$ cat src/rtl/care_cmd_decoder.sv
// Decodes 3-byte care frames (A5, CMD, CMD^5A) into one-hot action pulses and ACK/NAK bytes.
// Latency: action pulse and ack_valid appear the cycle after the SUM byte strobe.
// Backpressure: ack is held until ack_ready; rx bytes arriving while an ack is pending are dropped (sticky rx_overrun).
module care_cmd_decoder #(
  parameter logic [23:0] TIMEOUT_CYCLES = 24'd10_000_000,
  parameter logic [3:0]  COOLDOWN       = 4'd3
) (
  input  logic       clk,
  input  logic       reset,
  input  logic [7:0] rx_data,
  input  logic       rx_valid,
  input  logic       tick,
  output logic [5:0] action,
  output logic [7:0] ack_data,
  output logic       ack_valid,
  input  logic       ack_ready,
  output logic       busy,
  output logic       rx_overrun
);

  localparam logic [7:0] HDR_BYTE = 8'hA5;
  localparam logic [7:0] SUM_KEY  = 8'h5A;
  localparam logic [7:0] NAK_SUM  = 8'h15;
  localparam logic [7:0] NAK_CMD  = 8'h16;
  localparam logic [7:0] NAK_COOL = 8'h17;

  typedef enum logic [1:0] {
    S_HDR = 2'd0,
    S_CMD = 2'd1,
    S_SUM = 2'd2,
    S_ACK = 2'd3
  } state_t;

  state_t      state;
  logic [7:0]  cmd;
  logic [23:0] to_cnt;
  logic [3:0]  cooldown [6];

  logic [5:0]  cmd_hot;
  logic        cmd_ok;
  logic        sum_ok;
  logic        cool_busy;
  logic        accept;
  logic [7:0]  resp;
  logic        sum_strobe;
  logic [5:0]  load;
  logic        to_expire;

  // Frame evaluation: decode the latched CMD against the SUM byte currently on rx_data.
  always_comb begin
    cmd_hot   = '0;
    cool_busy = 1'b0;
    for (int i = 0; i < 6; i++) begin
      cmd_hot[i] = (cmd == 8'(i + 1));
    end
    for (int i = 0; i < 6; i++) begin
      if (cmd_hot[i] && (cooldown[i] != 4'd0)) begin
        cool_busy = 1'b1;
      end
    end
    cmd_ok = |cmd_hot;
    sum_ok = (rx_data == (cmd ^ SUM_KEY));
    accept = 1'b0;
    if (!sum_ok) begin
      resp = NAK_SUM;
    end else if (!cmd_ok) begin
      resp = NAK_CMD;
    end else if (cool_busy) begin
      resp = NAK_COOL;
    end else begin
      resp   = {5'b10000, cmd[2:0]};
      accept = 1'b1;
    end
    sum_strobe = (state == S_SUM) && rx_valid;
    load       = (sum_strobe && accept) ? cmd_hot : 6'd0;
    to_expire  = (to_cnt == (TIMEOUT_CYCLES - 24'd1));
  end

  // Frame FSM with registered action/ack/busy outputs and inter-byte timeout.
  always_ff @(posedge clk) begin
    if (reset) begin
      state      <= S_HDR;
      cmd        <= 8'h00;
      to_cnt     <= 24'd0;
      action     <= 6'd0;
      ack_data   <= 8'h00;
      ack_valid  <= 1'b0;
      busy       <= 1'b0;
      rx_overrun <= 1'b0;
    end else begin
      action <= 6'd0;
      case (state)
        S_HDR: begin
          to_cnt <= 24'd0;
          if (rx_valid && (rx_data == HDR_BYTE)) begin
            state <= S_CMD;
            busy  <= 1'b1;
          end
        end
        S_CMD: begin
          if (rx_valid) begin
            // 0xA5 here is taken as a command byte; the frame never resyncs mid-way.
            cmd    <= rx_data;
            to_cnt <= 24'd0;
            state  <= S_SUM;
          end else if (to_expire) begin
            to_cnt <= 24'd0;
            state  <= S_HDR;
            busy   <= 1'b0;
          end else begin
            to_cnt <= to_cnt + 24'd1;
          end
        end
        S_SUM: begin
          if (rx_valid) begin
            to_cnt    <= 24'd0;
            ack_data  <= resp;
            ack_valid <= 1'b1;
            action    <= load;
            state     <= S_ACK;
          end else if (to_expire) begin
            to_cnt <= 24'd0;
            state  <= S_HDR;
            busy   <= 1'b0;
          end else begin
            to_cnt <= to_cnt + 24'd1;
          end
        end
        S_ACK: begin
          to_cnt <= 24'd0;
          if (rx_valid) begin
            rx_overrun <= 1'b1;
          end
          if (ack_ready) begin
            ack_valid <= 1'b0;
            state     <= S_HDR;
            busy      <= 1'b0;
          end
        end
        default: begin
          state <= S_HDR;
          busy  <= 1'b0;
        end
      endcase
    end
  end

  // Per-action cooldown counters; a load on acceptance overrides a coincident tick.
  always_ff @(posedge clk) begin
    if (reset) begin
      for (int i = 0; i < 6; i++) begin
        cooldown[i] <= 4'd0;
      end
    end else begin
      for (int i = 0; i < 6; i++) begin
        if (load[i]) begin
          cooldown[i] <= COOLDOWN;
        end else if (tick && (cooldown[i] != 4'd0)) begin
          cooldown[i] <= cooldown[i] - 4'd1;
        end
      end
    end
  end

  // Output protocol properties.
  a_action_onehot: assert property (@(posedge clk) disable iff (reset) $onehot0(action));
  a_ack_hold: assert property (@(posedge clk) disable iff (reset)
                               (ack_valid && !ack_ready) |=> (ack_valid && $stable(ack_data)));

endmodule

$ cat config.mk
export PLATFORM = sky130hd
export DESIGN_NAME = care_cmd_decoder
export DESIGN_NICKNAME = d
export VERILOG_FILES = /design/src/rtl/care_cmd_decoder.sv
export SDC_FILE = /design/constraint.sdc
export NUM_CORES = 1
export LEC_CHECK = 0
export BUFFER_PORTS_ARGS = -buffer_cell sky130_fd_sc_hd__buf_4
export CORE_MARGIN = 1
export CORE_UTILIZATION = 60
export CTS_BUF_LIST = sky130_fd_sc_hd__clkbuf_8
export CTS_CLUSTER_SIZE = 10
export DETAILED_ROUTE_END_ITERATION = 12
export HOLD_SLACK_MARGIN = 0.15
export PLACE_DENSITY = 0.91
export SETUP_SLACK_MARGIN = 0.05
export SKIP_LAST_GASP = 1
export SLEW_MARGIN = 30
export SYNTH_ARGS = -nofsm -noshare
export SYNTH_HDL_FRONTEND = slang
export SYNTH_SLANG_ARGS = --single-unit
$ cat constraint.sdc
create_clock -name clk -period 7.5 [get_ports clk]
set_input_delay 0.75 -clock clk [delete_from_list [all_inputs] [get_ports clk]]
set_output_delay 0.75 -clock clk [all_outputs]
set_load 0.02 [all_outputs]
Word level (Yosys, flattened, before mapping)
Memory sizes are Yosys's and may differ from the RTL's.
Index checks and enable logic that the tools add are counted.

storage, ports and cells
  bits in registers = 51
  bits in latches = 0
  bits in writable memories = 24
  ROM bits = 0
  bits of input ports = 13
  output and inout port bits = 17
  logic and storage cells = 166
  memories = 1

cells by class
  add/subtract/negate cells = 7
  multipliers = 0
  div/mod/pow operators = 0
  $lt $le $gt $ge = 0
  equal/unequal tests = 17
  shifts and indexed selects = 0
  muxes and demuxes = 85
  bitwise logic cells = 15
  reductions and logical operators = 33

memory list
  name      depth  bits a word  read ports  clocked after Yosys merged registers in  write ports  line  text
  cooldown  6      4            6           0                                        6            37    logic [3:0] cooldown [6];

operator list
  kind                                                                number
  1-bit 2-to-1 mux                                                    58
  24-bit 2-to-1 mux                                                   2
  4-bit 2-to-1 mux                                                    12
  24-bit case mux with 2 select lines                                 1
  24-bit by 1-bit adder with 24-bit output, second input constant     1
  24-bit == test, second input constant                               1
  8-bit by 3-bit == test with 1-bit output, second input constant     3
  8-bit 2-to-1 mux                                                    3
  4-bit nonzero test                                                  6
  4-bit by 1-bit subtractor with 4-bit output, second input constant  6
  8-bit by 2-bit == test with 1-bit output, second input constant     2
  1-bit logical AND                                                   15
  1-bit bitwise OR                                                    12
  2-bit 2-to-1 mux                                                    5
  8-bit by 1-bit == test with 1-bit output, second input constant     1
  8-bit == test                                                       1
  8-bit == test, second input constant                                1
  2-bit != test, second input constant                                4
  2-bit case mux with 4 select lines                                  1
  2-bit AND reduction                                                 4
  6-bit 2-to-1 mux                                                    1
  6-bit OR reduction                                                  1
  2-bit == test, second input constant                                2
  4-bit NOT                                                           1
  11 further kinds                                                    13

Logic depth before layout (Yosys ltp)
Gate-level depths: netlist (run 1).

  depth in word-level cells = 18
  gate-level depth with buffers = 8
  gate-level depth less buffers = 7

Worst setup path after synthesis (run 1)
Ideal clock, no wire load.

  kind = input-to-reg
  start = input port rx_data[3]
  end = memory cooldown[5][0], enable pin
  setup time = 0.382 ns
  arrival = 2.137 ns
  data required time = 7.118 ns
  slack = 4.980 ns
  stages on the path = 5
  path buffers = 0
  cells stage by stage = xor2_1 -> nand4_1 -> nor4_2 -> nand3_2 -> o311ai_0

RTL lines
  what             line  text
  start, declared  10    input logic [7:0] rx_data,
  end, declared    37

==> results of run 1 <==
-- cells in the final DEF, fill, tap and decap left out, types with 3 or more instances in the layout --
cell type,n
edfxtp_1,24
o31ai_1,4
inv_1,22
nand2b_1,13
clkbuf_8,10
a21o_1,3
xnor2_1,33
o21ai_0,7
nand4_1,7
ha_1,12
and2_1,4
o311ai_1,3
nand3_1,20
and3_1,5
buf_4,26
xor2_1,7
a21oi_1,17
nor3_1,16
conb_1,3
o211ai_1,4
nand2_1,27
o22ai_1,6
nor4_1,4
or2_2,5
dfxtp_1,48
or3_1,3
nor3b_1,5
nor2_1,54
-- power breakdown --
part	switching (uW)	internal (uW)	leakage [uW]
Combinational	51.0	38.9	0.000713
Clock	153	198	0.000117
Sequential	13.3	421	0.000640
Total	217	658	0.00147
-- metal layers --
metal	wire, um	up-vias
met5	0	-
met4	187	0
met3	305	16
met2	3690	95
met1	3310	1380
li1	-	1427
-- state kept, by name, summed over array words and instances (netlist names) --
| name | flops |
|---|---|
| cmd | 8 |
| to_cnt | 24 |
| busy | 1 |
| ack_data | 5 |
| ack_valid | 1 |
| state | 2 |
| action | 6 |
| cooldown | 24 |
| rx_overrun | 1 |
-- through the flow --
stage	hold slack, ns	util [%]	instances
floorplan	0.413	-	400
global placement	0.421	65.5	483
detailed placement	0.436	65.5	483
CTS	0.448	69.4	499
global route	0.481	69.4	499
finish	0.446	69.4	499
-- how the worst max path moves through the flow --
stage	from	to	slack [ns]	cells after the start
global placement	rx_data[5]	cooldown[4][2]	4.49	6
floorplan	rx_data[3]	cooldown[5][0]	4.98	5
finish	cmd[4]	cooldown[0][0]	4.44	5
detailed placement	rx_data[5]	cooldown[4][2]	4.33	6
CTS	cmd[4]	cooldown[4][2]	4.32	5
global route	cmd[4]	cooldown[0][0]	4.15	5
-- layout make-up --
type | instances | area (um2) | area share (%)
multi-input combinational | 288 | 1800 | 44.2
sequential | 72 | 1680 | 41.2
timing repair buffer | 26 | 195 | 4.78
clock buffer | 10 | 138 | 3.37
tap | 75 | 93.8 | 2.30
clock inverter | 6 | 91.3 | 2.24
inverter | 22 | 82.6 | 2.02
-- cell families after synthesis --
kind of cell	share of synthesized area (%)
xor gates and xnor gates	9.61
buffers and inverters	4.60
adders and majority gates	4.12
AOI/OAI and AO/OA	10.3
other	0.103
muxes	0.275
and+or+nand+nor	24.9
DFF	46.1
-- critical path: stages (launching register included) --
cell      delay (ns)
dfxtp_1         0.34
nor4_2          0.37
nand3b_1        0.42
o32ai_2         0.46
nand4_1         0.52
o211ai_1        0.59
==> out/metrics.yaml, run 1 <==
hold_path:
  min-delay-start: "to_cnt[0]"
  hp-class: "flip-flop to flip-flop"
  hold-path-cell-count: 1
  hold_path_end: "to_cnt[0]"
global_routing:
  top_usage_layer: "met2"
  grtUsageTotal_pct: 25.6
  overflow: 0
  met2_usage_pct: 42.8
  first_global_vias: 2758
  grt_pass1_wl_um: 12500
  grtUsageMet1_pct: 32.3
  antenna_found_initial: 0
  grt_max_degree: 24
  met3_usage_pct: 3.66
floorplanning:
  die_area_mm2: 0.00639
  die_y_um: 80.0
  num_rows: 28
  die_x_um: 80.0
  ios: 30
  start_util_pct: 61.9
  core_area_mm2: 0.00589
synth:
  netlist_area_mm2: 0.00365
  ys_warn_count: 0
  yosysTopAreaCellShare_pct: 26.4
  synthTopCellsByArea: "dfxtp_1 26%, edfxtp_1 20%, xnor2_1 7.9%"
  yosys_register_bits: 72
  avgSynthCellArea_um2: 9.16
  yosysTopAreaCell: "dfxtp_1"
  synthFlopType: "dfxtp_1"
  synth_commonest_cells: "54 x nor2_1, 48 x dfxtp_1, 33 x xnor2_1"
  async_flop_share_pct: 0
  synth-edff-count: 24
  seq_area_frac_synth_pct: 46.1
  yosysMostFrequentCell: "nor2_1"
  netlist_instances: 398
  synth.distinct_cells: 52
final_layout:
  nFillCells: 453
  insertedDiodeCount: 0
  syn_to_final_growth_pct: 12.1
  fin_nets: 444
  drive_gt1_share_pct: 12.7
  fin_area_mm2: 0.00409
place:
  hpwl_um: 5220
  globalplace.congestion: 0.856
  port_buffers: 26
  pre_cts_ws_ns: 4.33
  place_area_mm2: 0.00386
timing:
  setup_tns_ns: 0
  fmax_mhz: 326
  post-route-min-period_ns: 3.06
  slew_viol_final: 0
  setup_viol: 0
  worst_clock_skew_ns: 0.00947
  fin_crit_sh_pct: 40.9
  worst-slew-pin-transition_ns: 0.728
  slew_headroom_pct: 50.7
  finalWorstSetupSlack_ns: 4.44
  rsz0062_at_grt: "false"
  hold_viol: 0
setup_path:
  endpoint_kind: "flip-flop"
  crit_fanout: 13
  worstSetupPathType: "flip-flop to flip-flop"
  r2r_slack_ns: 4.44
  critical_path_required_ns: 7.50
  cp-start-kind: "flip-flop"
  cp_data_arrival_time_ns: 3.07
  r2r-end: "cooldown[0][0]"
  r2r-start: "cmd[4]"
  rr_worst_depth: 5
clock_network:
  tritoncts: "done"
  numCtsBuffers: 9
  cts_buffer_depth: 2
  path_clk_slew_ns: 0.08
  cts_root_buf: "clkbuf_8"
  cts.repair.resized: 0
  ctsHoldBuffers: 0
  postCtsSetupBuffers: 0
  insertion_delay_ns: 0.36
  clkSinkCount: 72
  cts_htree_levels: 3
routing:
  final_antenna_net_count: 0
  drcViolationCount: 1
  viasPerCell: 5.85
  wire_per_inst_um: 15.0
  vias: 2918
  drt-total-wl_um: 7490
  first_iter_violations: 203
  firstDrtPassIters: 9
power_and_ir_drop:
  vdd_drop_max_mv: 0.163
  p_leak_uw: 0.00147
  power_density_mw_per_mm2: 214
  power.total_uw: 875
run_status:
  status: "complete, but fails checks"
  failed_checks: "design-rule violations"
job:
  timing.max_cap.violations: 0
Note: power is estimated with default switching activity, not from simulation.
==> run 2, diff against run 1 <==
==> constraint.sdc (replaced) <==
create_clock -name clk -period 2.9 [get_ports clk]
set_input_delay 0.29 -clock clk [delete_from_list [all_inputs] [get_ports clk]]
set_output_delay 0.29 -clock clk [all_outputs]
set_load 0.02 [all_outputs]
==> out/metrics.yaml, run 2 (same netlist as run 1, synthesis figures left out) <==
final_layout:
  syn_to_final_growth_pct: 13.3
  reg.largest.list: "cooldown (24), to_cnt (24), cmd (8)"
  insertedDiodeCount: 0  # unchanged
  drive_gt1_share_pct: 14.3  # +1.6 points
  fin_nets: 453  # +2.0%
  stdcell_count: 508  # +1.8%
  layout_commonest_cell: "nor2_1"
  final_cell_mix: "54 x nor2_1, 48 x dfxtp_1, 35 x buf_4, 33 x xnor2_1, 27 x nand2_1"
setup_path:
  worstSetupPathType: "flip-flop to flip-flop"
  endpoint_kind: "flip-flop"
  rr_worst_depth: 8  # +3
  r2r_slack_ns: 0.24  # -4.20 ns
  crit_fanout: 8  # -5
  critical_path_required_ns: 2.97  # -4.53 ns
  cp_data_arrival_time_ns: 2.73  # -0.34 ns
  r2r-end: "cooldown[0][1]"
  r2r-start: "cooldown[1][0]"
  cp-start-kind: "flip-flop"
floorplanning:
  ios: 30  # unchanged
  num_rows: 28  # unchanged
  die_y_um: 80.0  # unchanged
  die_area_mm2: 0.00639  # unchanged
  die_x_um: 80.0  # unchanged
  start_util_pct: 61.9  # unchanged
  core_area_mm2: 0.00589  # unchanged
timing:
  hold_viol: 0  # unchanged
  worst_clock_skew_ns: 0.00976  # +0.000285 ns
  fmax_mhz: 376  # +15%
  setup_tns_ns: 0  # unchanged
  worst-slew-pin-transition_ns: 0.575  # -0.152 ns
  post-route-min-period_ns: 2.66  # -0.404 ns
  fin_crit_sh_pct: 91.7  # +51 points
  slew_headroom_pct: 61.2  # +11 points
  setup_viol: 0  # unchanged
  slew_viol_final: 0  # unchanged
  rsz0062_at_grt: "true"
place:
  hpwl_um: 5230  # +0.21%
  place_inst: 489  # +1.2%
  globalplace.congestion: 0.851  # -0.53%
  port_buffers: 26  # unchanged
clock_network:
  numCtsBuffers: 9  # unchanged
  cts_buffer_depth: 2  # unchanged
  path_clk_slew_ns: 0.08  # about the same
  tritoncts: "done"
  cts_root_buf: "clkbuf_8"
  cts_htree_levels: 3  # unchanged
  ctsHoldBuffers: 0  # unchanged
  insertion_delay_ns: 0.35  # about the same
  clkSinkCount: 72  # unchanged
power_and_ir_drop:
  p_leak_uw: 0.00150  # +2.4%
  power_density_mw_per_mm2: 523  # +140%
  vdd_drop_max_mv: 0.389  # +140%
routing:
  first_iter_violations: 215  # +5.9%
  final_antenna_net_count: 0  # unchanged
  viasPerCell: 5.73  # -2.0%
  wire_per_inst_um: 14.7  # -2.2%
  drcViolationCount: 1  # unchanged
  drt-total-wl_um: 7460  # -0.43%
  vias: 2910  # -0.27%
  firstDrtPassIters: 8  # -1
hold_path:
  hold-path-cell-count: 3  # +2
  min-delay-start: "rx_data[5]"
  hold_path_end: "cmd[5]"
  hp-class: "input pin to flip-flop"
run_status:
  failed_checks: "design-rule violations"
  status: "complete, but fails checks"
global_routing:
  grt_pass1_wl_um: 12200  # -2.3%
  first_global_vias: 2695  # -2.3%
  antenna_found_initial: 0  # unchanged
  overflow: 0  # unchanged
  grtUsageTotal_pct: 25.2  # -0.47 points
  grt_max_degree: 24  # unchanged
job:
  timing.max_cap.violations: 0  # unchanged
==> run 2: worst max-delay path by stage <==
stage / from / to / slack [ns] / cells past startpoint
after CTS: cooldown[1][0] / cooldown[1][2] / 0.18 / 7
after floorplan: cooldown[1][0] / cooldown[5][0] / 0.38 / 7
after global routing: cooldown[3][0] / cooldown[0][1] / 0.03 / 8
after detailed placement: cooldown[1][0] / cooldown[1][2] / 0.19 / 7
final: cooldown[1][0] / cooldown[0][1] / 0.24 / 8
after global placement: cooldown[1][0] / cooldown[0][2] / 0.34 / 7
==> run 2: metal layers <==
| layer | vias up | routed length [um] | global-route usage, % |
|---|---|---|---|
| met5 | - | 0 | 0 |
| met3 | 14 | 303 | 6.63 |
| met2 | 83 | 3730 | 41.6 |
| li1 | 1442 | - | - |
| met1 | 1371 | 3280 | 31.3 |
| met4 | 0 | 148 | 9.64 |
==> run 2: what timing repair did <==
action                                  4_1_cts  5_1_grt
gates resized for setup                       0        1
endpoints found under the setup margin        0       16
buffers inserted                              0        3
==> run 2: worst max-delay path: stages, from the launching register on <==
cell      delay (ns)
edfxtp_1        0.43
inv_1           0.08
ha_1            0.20
or4b_1          0.45
o311a_1         0.15
o32ai_2         0.20
nand4_1         0.38
o211ai_1        0.32
buf_4           0.18
==> run 2: area by class of cell <==
cell class	instances	area, um2
clock inverter	5	47.5
timing repair buffer	35	263
inverter	22	82.6
sequential	72	1680
fill	439	1750
clock buffer	11	151
multi-input combinational	288	1810
tap	75	93.8
==> run 2: stage by stage <==
stage | area, um2 | hold slack, ns | setup slack (ns) | utilization [%] | power, uW
after floorplan | 3650 | 0.413 | 0.383 | - | 1310
after global placement | 3900 | 0.421 | 0.339 | 66.3 | 1370
after detailed placement | 3900 | 0.431 | 0.190 | 66.3 | 1380
after CTS | 4100 | 0.217 | 0.179 | 69.7 | 2160
after global routing | 4130 | 0.218 | 0.0309 | 70.2 | 2250
final | 4130 | 0.216 | 0.240 | 70.2 | 2160
==> run 2: report_power, final <==
group	switching (uW)	internal (uW)	leakage (uW)	total (uW)
logic	134	108	0.000753	242
registers	34.4	1090	0.000640	1120
clock network	358	435	0.000112	793
total	526	1630	0.00150	2160
